===== src/rtl/alu_input_sequencer.sv =====
// alu_input_sequencer: debounced two-button entry of operand a, operand b and opcode for the ALU result stage.
// Define ALU_SEQ_LIVE_PREVIEW_EN to let the operand being entered follow sw live.
module alu_input_sequencer #(
    parameter int DEBOUNCE_CYCLES = 250000
) (
    input  logic       clk,
    input  logic       reset_n,
    input  logic [7:0] sw,
    input  logic       btn_load,
    input  logic       btn_clear,
    output logic [7:0] a,
    output logic [7:0] b,
    output logic [3:0] select,
    output logic       valid,
    output logic [1:0] phase,
    output logic       op_err
);
    localparam int CW = $clog2(DEBOUNCE_CYCLES);
    localparam logic [CW-1:0] CMAX = CW'(DEBOUNCE_CYCLES - 1);

    typedef enum logic [1:0] {LOAD_A, LOAD_B, LOAD_OP, SHOW} state_t;

    logic [1:0] btn, press;
    assign btn = {btn_clear, btn_load};

    for (genvar i = 0; i < 2; i++) begin : g_db
        logic s0, s1, deb;
        logic [CW-1:0] cnt;
        always_ff @(posedge clk or negedge reset_n)
            if (!reset_n) begin
                s0  <= 1'b0;
                s1  <= 1'b0;
                deb <= 1'b0;
                cnt <= '0;
            end else begin
                s0 <= btn[i];
                s1 <= s0;
                if (s1 == deb)
                    cnt <= '0;
                else if (cnt == CMAX) begin
                    cnt <= '0;
                    deb <= s1;
                end else
                    cnt <= cnt + 1'b1;
            end
        // press fires on the same edge the debounced level rises, so it lasts one cycle
        assign press[i] = s1 && !deb && cnt == CMAX;
    end

    state_t state, state_n;
    logic [7:0] a_reg, b_reg, a_n, b_n;
    logic [3:0] op_reg, op_n;
    logic       err_reg, err_n, bad_op;

    assign bad_op = sw[3:0] == 4'hD || sw[3:0] == 4'hE;

    always_ff @(posedge clk or negedge reset_n)
        if (!reset_n) begin
            state   <= LOAD_A;
            a_reg   <= '0;
            b_reg   <= '0;
            op_reg  <= '0;
            err_reg <= 1'b0;
        end else begin
            state   <= state_n;
            a_reg   <= a_n;
            b_reg   <= b_n;
            op_reg  <= op_n;
            err_reg <= err_n;
        end

    always_comb begin
        state_n = state;
        a_n     = a_reg;
        b_n     = b_reg;
        op_n    = op_reg;
        err_n   = err_reg;
        if (press[1]) begin
            state_n = LOAD_A;
            a_n     = '0;
            b_n     = '0;
            op_n    = '0;
            err_n   = 1'b0;
        end else if (press[0]) begin
            case (state)
                LOAD_A: begin
                    a_n     = sw;
                    state_n = LOAD_B;
                end
                LOAD_B: begin
                    b_n     = sw;
                    state_n = LOAD_OP;
                end
                LOAD_OP: begin
                    op_n    = bad_op ? 4'h0 : sw[3:0];
                    err_n   = bad_op;
                    state_n = SHOW;
                end
                default: state_n = LOAD_A;
            endcase
        end
    end

`ifdef ALU_SEQ_LIVE_PREVIEW_EN
    assign a      = state == LOAD_A ? sw : a_reg;
    assign b      = state == LOAD_B ? sw : b_reg;
    assign select = state == LOAD_A ? 4'h1 : state == LOAD_B ? 4'h2 : state == SHOW ? op_reg : 4'h0;
`else
    assign a      = a_reg;
    assign b      = b_reg;
    assign select = state == SHOW ? op_reg : 4'h0;
`endif
    assign valid  = state == SHOW;
    assign phase  = state;
    assign op_err = err_reg;
endmodule


===== config.mk =====
export PLATFORM = sky130hd
export DESIGN_NAME = alu_input_sequencer
export DESIGN_NICKNAME = d
export VERILOG_FILES = /design/src/rtl/alu_input_sequencer.sv
export SDC_FILE = /design/constraint.sdc
export NUM_CORES = 1
export LEC_CHECK = 0
export ABC_CLOCK_PERIOD_IN_PS = 2800
export CELL_PAD_IN_SITES_DETAIL_PLACEMENT = 0
export CELL_PAD_IN_SITES_GLOBAL_PLACEMENT = 1
export CORE_ASPECT_RATIO = 0.7
export CORE_MARGIN = 2
export CORE_UTILIZATION = 40
export DETAILED_ROUTE_END_ITERATION = 10
export PLACE_DENSITY = 0.81
export SLEW_MARGIN = 20
export SYNTH_ARGS = -nofsm -noshare
export SYNTH_HDL_FRONTEND = slang
export SYNTH_SLANG_ARGS = --single-unit

===== constraint.sdc =====
create_clock -name clk -period 2.8 [get_ports clk]
set_input_delay 0.56 -clock clk [delete_from_list [all_inputs] [get_ports clk]]
set_output_delay 0.56 -clock clk [all_outputs]
set_load 0.005 [all_outputs]

==> flow_metrics.py <==
metrics = {
    "outcome": {
        "outcome": "finished clean",
    },
    "hold_path": {
        "hold_path_end": "g_db[1].s1$_DFF_PN0_",
        "min_path_cells": 0,
        "hold_start": "g_db[1].s0$_DFF_PN0_",
        "hold_path_class": "flip-flop to flip-flop",
    },
    "setup_path": {
        "rr_startpoint": "g_db[0].cnt[0]$_DFF_PN0_",
        "path_delay_family": "buffers and inverters",
        "crit_chain": "ha_1 > and2_1 > clkdlybuf4s50_1",
        "crit_path_end_kind": "output pin",
        "crit_fanout": 5,
        "path_buf_inv": 1,
        "path_depth": 3,
        "rrSetupSlack_ns": 0.66,
        "crit_slowest_cell": "clkdlybuf4s50_1",
        "start_kind": "flip-flop",
        "required_ns": 2.24,
        "cp_slowest_stage_delay_ns": 0.50,
        "reg2regPathDepth": 6,
        "arrival_ns": 1.64,
        "r2r_end": "op_reg[0]$_DFFE_PN0P_",
        "worst-setup-path-type": "flip-flop to output pin",
    },
    "sta": {
        "slew_violations": 0,
        "fin_setup_tns_ns": 0,
        "fin_crit_ns": 2.20,
        "fmax_mhz": 455,
        "maxSlewHeadroom": 0.458,
        "period_share": 0.784,
        "hold_viol_final": 0,
        "setup-violations-final": 0,
        "worst_slew_pin_slew_ns": 0.814,
        "fin_skew_ns": 0.00586,
        "rsz0062_at_grt": "no",
    },
    "drt": {
        "drcViolationCount": 0,
        "drtAntennaViolNets": 0,
        "drt-total-wl_um": 7280,
        "via_count": 2546,
        "first_iter_violations": 167,
        "viasPerCell": 5.43,
        "wl_per_cell_um": 15.5,
        "drt-pass1-iter-count": 4,
    },
    "clocking": {
        "holdBufCountCts": 0,
        "cts_resized": 0,
        "cts_tree": "yes",
        "clk-insertion-delay-late_ns": 0.33,
        "cts_setup_buffers": 0,
        "clock_tree.root_cell": "clkbuf_16",
        "htreeDepth": 3,
        "cts_buffers": 9,
        "clkSinkCount": 65,
        "cts.clk_slew.worst_paths_ns": 0.05,
        "clock_path_buffers": 2,
    },
    "synth": {
        "yosys_warnings": 0,
        "synth.net_count": 344,
        "ys.flop_type": "dfrtp_1",
        "synthArstFlopShare": 1.00,
        "synth_area_sq_um": 3170,
        "synth_cells": 324,
        "ys_seq_area_frac": 0.513,
        "synth_cell_types": 34,
        "syn_area_per_cell_sq_um": 9.78,
        "synth.ff_latch_count": 65,
        "synth_edf_count": 0,
    },
    "die": {
        "core_area_sq_um": 7770,
        "die_w_um": 110,
        "ios": 36,
        "dieArea_sq_um": 8660,
        "chipHeight_um": 78.5,
        "initial_core_util": 0.408,
        "rows": 27,
    },
    "cells_and_area": {
        "n_antenna_cell": 0,
        "area_delta_synth_final_pct": 24.1,
        "layout.nets": 383,
        "drive_gt1_frac": 0.0870,
        "layout_common_cells": "65 x dfrtp_1, 34 x clkdlybuf4s50_1, 32 x a21oi_1, 32 x nor2_1, 30 x nand4_1",
        "largest_reg_flops": 36,
        "final_common_cell": "dfrtp_1",
    },
    "global_route": {
        "grt_overflow_total": 0,
        "use_met3": 0.0532,
        "grt_use_met2": 0.258,
        "grt_pass1_vias": 2419,
        "grt_max_degree": 66,
        "met1_usage": 0.277,
        "grt_busiest_layer": "met1",
        "antenna_found_initial": 0,
        "grt_use_total": 0.184,
        "grt_pass1_wl_um": 12200,
    },
    "pwr": {
        "vdd_drop_max_mv": 0.350,
        "p_leak_uw": 0.00149,
        "p_total_uw": 2120,
        "p_per_area_nw_per_um2": 540,
    },
    "place": {
        "gp_congestion": 0.755,
        "post-dp-hpwl_um": 4920,
        "portBuffers": 35,
    },
    "flow_run": {
        "maxCapViolations": 0,
    },
}
## metal layers
metal / share of wire / routed length (um) / up-vias
met5: 0 / 0 / -
met2: 0.44 / 3170 / 51
met1: 0.51 / 3680 / 1238
met3: 0.050 / 361 / 8
met4: 0.0089 / 65 / 0
li1: - / - / 1249
## kinds of logic (layout without fill, tap and decap cells)
kind of cell,Yosys count,count (layout),synth area share
buf+inv,26,70,0.0332
simple gates,131,131,0.231
mux,2,2,0.00711
flops,65,65,0.513
xor+xnor,24,24,0.0664
fa+ha+maj,8,8,0.0316
compound gates,68,68,0.118
## layout make-up
cell class | count | area [sq um]
Sequential cell | 65 | 1630
Clock inverter | 3 | 40.0
Multi-Input combinational cell | 233 | 1440
Clock buffer | 13 | 250
Timing Repair Buffer | 44 | 413
Fill cell | 708 | 3840
Inverter | 10 | 37.5
Tap cell | 101 | 126
## stage by stage
step	hold WS [ns]	area, sq um	util	std cells	worst slack, ns
after floorplan	0.264	3170	-	324	0.911
after global placement	0.334	3640	0.468	453	0.512
after detailed placement	0.336	3640	0.468	453	0.475
after CTS	0.348	3930	0.506	469	0.581
after global routing	0.363	3930	0.506	469	0.469
final	0.345	3930	0.506	469	0.604
## cells in the mapped netlist, types with 3 or more instances
cell | instances | area (sq um)
nor4_1 | 4 | 25.0
o31ai_1 | 5 | 37.5
xor2_1 | 12 | 105
a21oi_1 | 32 | 160
nand4_1 | 30 | 188
nor3_1 | 3 | 15.0
o21ai_0 | 25 | 125
and2_1 | 4 | 25.0
or3_1 | 5 | 31.3
dfrtp_1 | 65 | 1630
nand3_1 | 11 | 55.1
nor2_1 | 32 | 120
and4_1 | 4 | 35.0
or4_1 | 7 | 52.6
xnor2_1 | 12 | 105
inv_1 | 10 | 37.5
nand2_1 | 16 | 60.1
ha_1 | 8 | 100
clkbuf_1 | 10 | 37.5
buf_2 | 6 | 30.0
and3_1 | 6 | 37.5
## how the worst max path moves through the flow
stage	slack [ns]	startpoint	endpoint
global route	0.47	phase[0]$_DFFE_PN0P_	select[3]
floorplan	0.91	g_db[1].cnt[0]$_DFF_PN0_	g_db[1].cnt[10]$_DFF_PN0_
finish	0.60	phase[0]$_DFFE_PN0P_	select[1]
global placement	0.51	sw[1]	op_reg[0]$_DFFE_PN0P_
CTS	0.58	phase[0]$_DFFE_PN0P_	select[2]
detailed placement	0.48	sw[1]	op_reg[1]$_DFFE_PN0P_
## report_power, final
group	leakage, uW	switching (uW)	internal [uW]
Combinational	0.000566	42.5	27.0
Clock	0.000144	382	711
Sequential	0.000784	8.77	950
(Power assumes the default switching activity.)
==> edit 1 (config.mk and constraints unchanged) <==
`a_reg` no longer has a reset.
--- a/src/rtl/alu_input_sequencer.sv
+++ b/src/rtl/alu_input_sequencer.sv
@@ -57,17 +57,19 @@
     always_ff @(posedge clk or negedge reset_n)
         if (!reset_n) begin
             state   <= LOAD_A;
-            a_reg   <= '0;
             b_reg   <= '0;
             op_reg  <= '0;
             err_reg <= 1'b0;
         end else begin
             state   <= state_n;
-            a_reg   <= a_n;
             b_reg   <= b_n;
             op_reg  <= op_n;
             err_reg <= err_n;
         end
+
+    always_ff @(posedge clk) begin
+        a_reg <= a_n;
+    end
 
     always_comb begin
         state_n = state;
Formal check against the unedited RTL: same outputs for any inputs over 10 cycles, from zero or initial values and one cycle with reset_n low; that may be too few to reach the edited logic, so the function may still have changed.
==> edit 1 against the original RTL <==
Setup slack got worse by 0.0062 ns. Via count grew 0.51%. Combinational power increased by 3.2%. Sequential cell count unchanged. Routed wire length shrank 3.7%. Total power is 14% lower. Design area fell by 3.5%. Area after synthesis is 1.1% lower.
==> edit 1: results (changes against the original RTL) <==
* GPL Wtd Cong at 0.812 (was 0.755)
* Clock transition at path regs at 0.07 ns (was 0.05 ns)
* Status: complete, no violations (unchanged)
* Most instantiated cells after synthesis: dfrtp_1 (57), a21oi_1 (34), nand4_1 (33), nor2_1 (29), o21ai_0 (26) (was dfrtp_1 (65), a21oi_1 (32), nor2_1 (32), nand4_1 (30), o21ai_0 (25))
* Async SR Flop Fraction at 87.7% (was 100%)
* Post-synth cell types at 35 (was 34)
* Synth area leaders: dfrtp_1 (46%), nand4_1 (6.6%), a21oi_1 (5.4%) (was dfrtp_1 (51%), nand4_1 (5.9%), a21oi_1 (5.1%))
* Depth of the most critical reg-to-reg path at 4 (was 6)
* Total Routed Length at 7.01 mm (was 7.28 mm)
* Root Driver: clkbuf_8 (was clkbuf_16)
* Final #Nets at 386 (was 383)
* Clock latency at the later pin of the worst-skew pair at 0.35 ns (was 0.33 ns)
* R2r startpoint: g_db[0].cnt[13] (was g_db[0].cnt[0])
* Pre-CTS WS at 0.606 ns (was 0.475 ns)
* CTS Hold Bufs at 0 (unchanged)
* Share of layout cells above drive strength 1 at 7.55% (was 8.70%)
* First-pass GRT wire length at 12.2 mm (about the same)
* Pleak at 1.42 nW (was 1.49 nW)
* Largest net degree at the start of global routing at 31 (was 66)
* HPWL Detailed at 4.91 mm (was 4.92 mm)
* First DRT Iteration DRCs at 118 (was 167)
* Hold WC Path Type: input pin to asynchronous set/reset pin (was register to register)
* Routed via count at 2559 (was 2546)
* Sequential share of the synthesized area at 50.7% (was 51.3%)
* Setup Skew at 0.00487 ns (was 0.00586 ns)
* Total track usage at 18.7% (was 18.4%)
* Slew of the pin with the lowest slew margin at 0.753 ns (was 0.814 ns)
-- edit 1: logic make-up after synthesis --
kind of cell | count (synthesis) | synth area share [%]
AOI/OAI and AO/OA | 71 | 12.1
xor gates and xnor gates | 22 | 6.15
adders and majority gates | 8 | 3.20
buffers and inverters | 25 | 3.32
DFF | 65 | 50.7
muxes | 2 | 0.719
and+or+nand+nor | 133 | 23.9
-- edit 1: worst max-delay path, cell delays in order, from the launching register on --
cell and delay (ns):
dfrtp_1 0.43, ha_1 0.24, and2_1 0.13, clkdlybuf4s50_1 0.49
-- edit 1: through the flow --
stage	util [%]	power, W
finish	50.9	0.00182
global route	50.9	0.00189
CTS	50.9	0.00183
detailed placement	48.4	0.00105
global placement	48.4	0.00104
floorplan	-	0.000998
-- edit 1: how the worst max path moves through the flow --
stage	from	to	slack, ns	cells after the start
after detailed placement	sw[0]	op_reg[1]	0.61	5
after global placement	sw[0]	op_reg[0]	0.65	5
final	phase[1]	select[0]	0.60	3
after global routing	phase[1]	select[0]	0.46	3
after CTS	phase[0]	select[0]	0.57	3
after floorplan	g_db[1].cnt[0]	g_db[1].cnt[16]	0.96	5
-- edit 1: cell type report --
class	count	area [µm²]
timing repair buffer	43	405
multi-input combinational	236	1450
inverter	11	41.3
clock buffer	13	149
fill	695	3660
tap	98	123
sequential	65	1590
clock inverter	3	40.0
-- edit 1: report_power, final --
part / internal (W) / switching (W) / total, W
Combinational: 0.0000291 / 0.0000426 / 0.0000717
Clock: 0.000434 / 0.000355 / 0.000789
Sequential: 0.000947 / 0.00000836 / 0.000955
-- edit 1: per-layer routing --
| layer | global-route usage, % | routed length [µm] |
|---|---|---|
| met5 | 0 | 0 |
| met4 | 6.96 | 63 |
| met3 | 6.81 | 361 |
| met2 | 25.0 | 3030 |
| met1 | 27.2 | 3560 |
==> edit 2 (same flow settings) <==
Made on the original files. Add a define of `ALU_SEQ_LIVE_PREVIEW_EN`.
--- a/src/rtl/alu_input_sequencer.sv
+++ b/src/rtl/alu_input_sequencer.sv
@@ -1,5 +1,7 @@
 // alu_input_sequencer: debounced two-button entry of operand a, operand b and opcode for the ALU result stage.
 // Define ALU_SEQ_LIVE_PREVIEW_EN to let the operand being entered follow sw live.
+`define ALU_SEQ_LIVE_PREVIEW_EN
+
 module alu_input_sequencer #(
     parameter int DEBOUNCE_CYCLES = 250000
 ) (
Function: changed (Yosys sat finds a counterexample within 4 cycles, from zero or initial values and one cycle with reset_n low).
==> edit 2 against the original RTL <==
Design area is 5.0% higher. Total power up 0.36%. Largest power group unchanged. Core utilization down 1.3 points. Sequential cell count unchanged. Routed wire length up 1.8%. Setup slack lost 0.49 ns. First-iteration DRC count fell by 23%. Area after synthesis is 7.8% higher. Sequential share of layout area down 2.0 points.
==> edit 2: results (changes against the original RTL) <==
* Status: complete, no violations (unchanged)
* Worst setup path start: phase[1] (was phase[0])
* Post-synth cell types at 42 (was 34)
* Most instantiated cells after synthesis: dfrtp_1 (65), nand3_1 (34), a21oi_1 (32), o21ai_0 (32), nor2_1 (26) (was dfrtp_1 (65), a21oi_1 (32), nor2_1 (32), nand4_1 (30), o21ai_0 (25))
* Routed via count at 2647 (was 2546)
* Flop2flop setup slack at 0.55 ns (was 0.66 ns)
* Setup Skew at 0.00724 ns (was 0.00586 ns)
* Mux cell area share after synthesis at 5.93% (was 0.711%)
* First DRT Iteration DRCs at 128 (was 167)
* Met2 wire len at 3.17 mm (about the same)
* Synth area leaders: dfrtp_1 (48%), mux2_2 (5.9%), nand3_1 (5.0%) (was dfrtp_1 (51%), nand4_1 (5.9%), a21oi_1 (5.1%))
* Slew headroom at 44.7% (was 45.8%)
* Vias in the first global route at 2489 (was 2419)
* GPL Wtd Cong at 0.763 (was 0.755)
* Routed length on met3 at 290 µm (was 361 µm)
* Arrival time at the worst endpoint at 2.12 ns (was 1.64 ns)
* Share of layout cells above drive strength 1 at 14.0% (was 8.70%)
* Fill cells at 771 (was 708)
* # placed instances at 470 (was 453)
* DRT met1 WL at 3.91 mm (was 3.68 mm)
* Crit path max fanout at 11 (was 5)
* Complex-gate fraction of the synthesized area at 11.9% (was 11.8%)
* Total track usage at 17.0% (was 18.4%)
* Adder-Cell Fraction of Synth Area at 2.93% (was 3.16%)
* Vias per cell at 5.47 (was 5.43)
* Post-Synth XOR/XNOR Area at 5.64% (was 6.64%)
* Sequential share of the synthesized area at 47.6% (was 51.3%)
* R2r startpoint: g_db[1].cnt[13] (was g_db[0].cnt[0])
* R2r endpoint: op_reg[3] (was op_reg[0])
* HPWL Detailed at 5.03 mm (was 4.92 mm)
* Final #Nets at 396 (was 383)
* Pleak at 1.57 nW (was 1.49 nW)
[edit 2: cell count changes after synthesis, moves of 4 or more]
cell / change
or4_1: -4
nand3_1: +23
mux2_2: +16
or3_1: +5
nand2_1: -6
xnor2_1: -5
nand4_1: -20
nor4_1: -4
o21ai_0: +7
nor2_1: -6
[edit 2: area by class of cell]
class / count / area [µm²] / area share (%)
multi-input cells: 249 / 1660 / 40.3
flip-flops and latches: 65 / 1630 / 39.4
repair buffers: 40 / 383 / 9.28
clock buffers: 10 / 239 / 5.79
well taps: 105 / 131 / 3.18
clock inverters: 4 / 45.0 / 1.09
inverters: 11 / 41.3 / 1.00
[edit 2: layer usage]
layer,up-vias,global-route usage [%]
li1,1311,-
met2,50,24.5
met4,0,3.29
met1,1281,24.9
met3,5,5.67
met5,-,0
[edit 2: through the flow]
stage | hold WS [ns] | instance area [µm²] | setup slack [ns] | power (W)
detailed placement | 0.338 | 3840 | 0.293 | 0.00108
floorplan | 0.264 | 3420 | 0.797 | 0.00102
finish | 0.347 | 4130 | 0.116 | 0.00213
global route | 0.364 | 4130 | 0.0253 | 0.00221
CTS | 0.349 | 4130 | 0.0944 | 0.00216
global placement | 0.334 | 3840 | 0.355 | 0.00108
[edit 2: worst max-delay path, stage by stage (launching register included)]
cell	delay [ns]
dfrtp_1	0.45
inv_1	0.12
ha_2	0.36
mux2_2	0.41
clkdlybuf4s50_1	0.46
[edit 2: where the power goes]
group	switching (W)	internal (W)	total, W	leakage (nW)
registers	0.0000100	0.000953	0.000963	0.791
clock network	0.000372	0.000697	0.00107	0.144
logic	0.0000537	0.0000432	0.0000968	0.632
total	0.000436	0.00169	0.00213	1.57
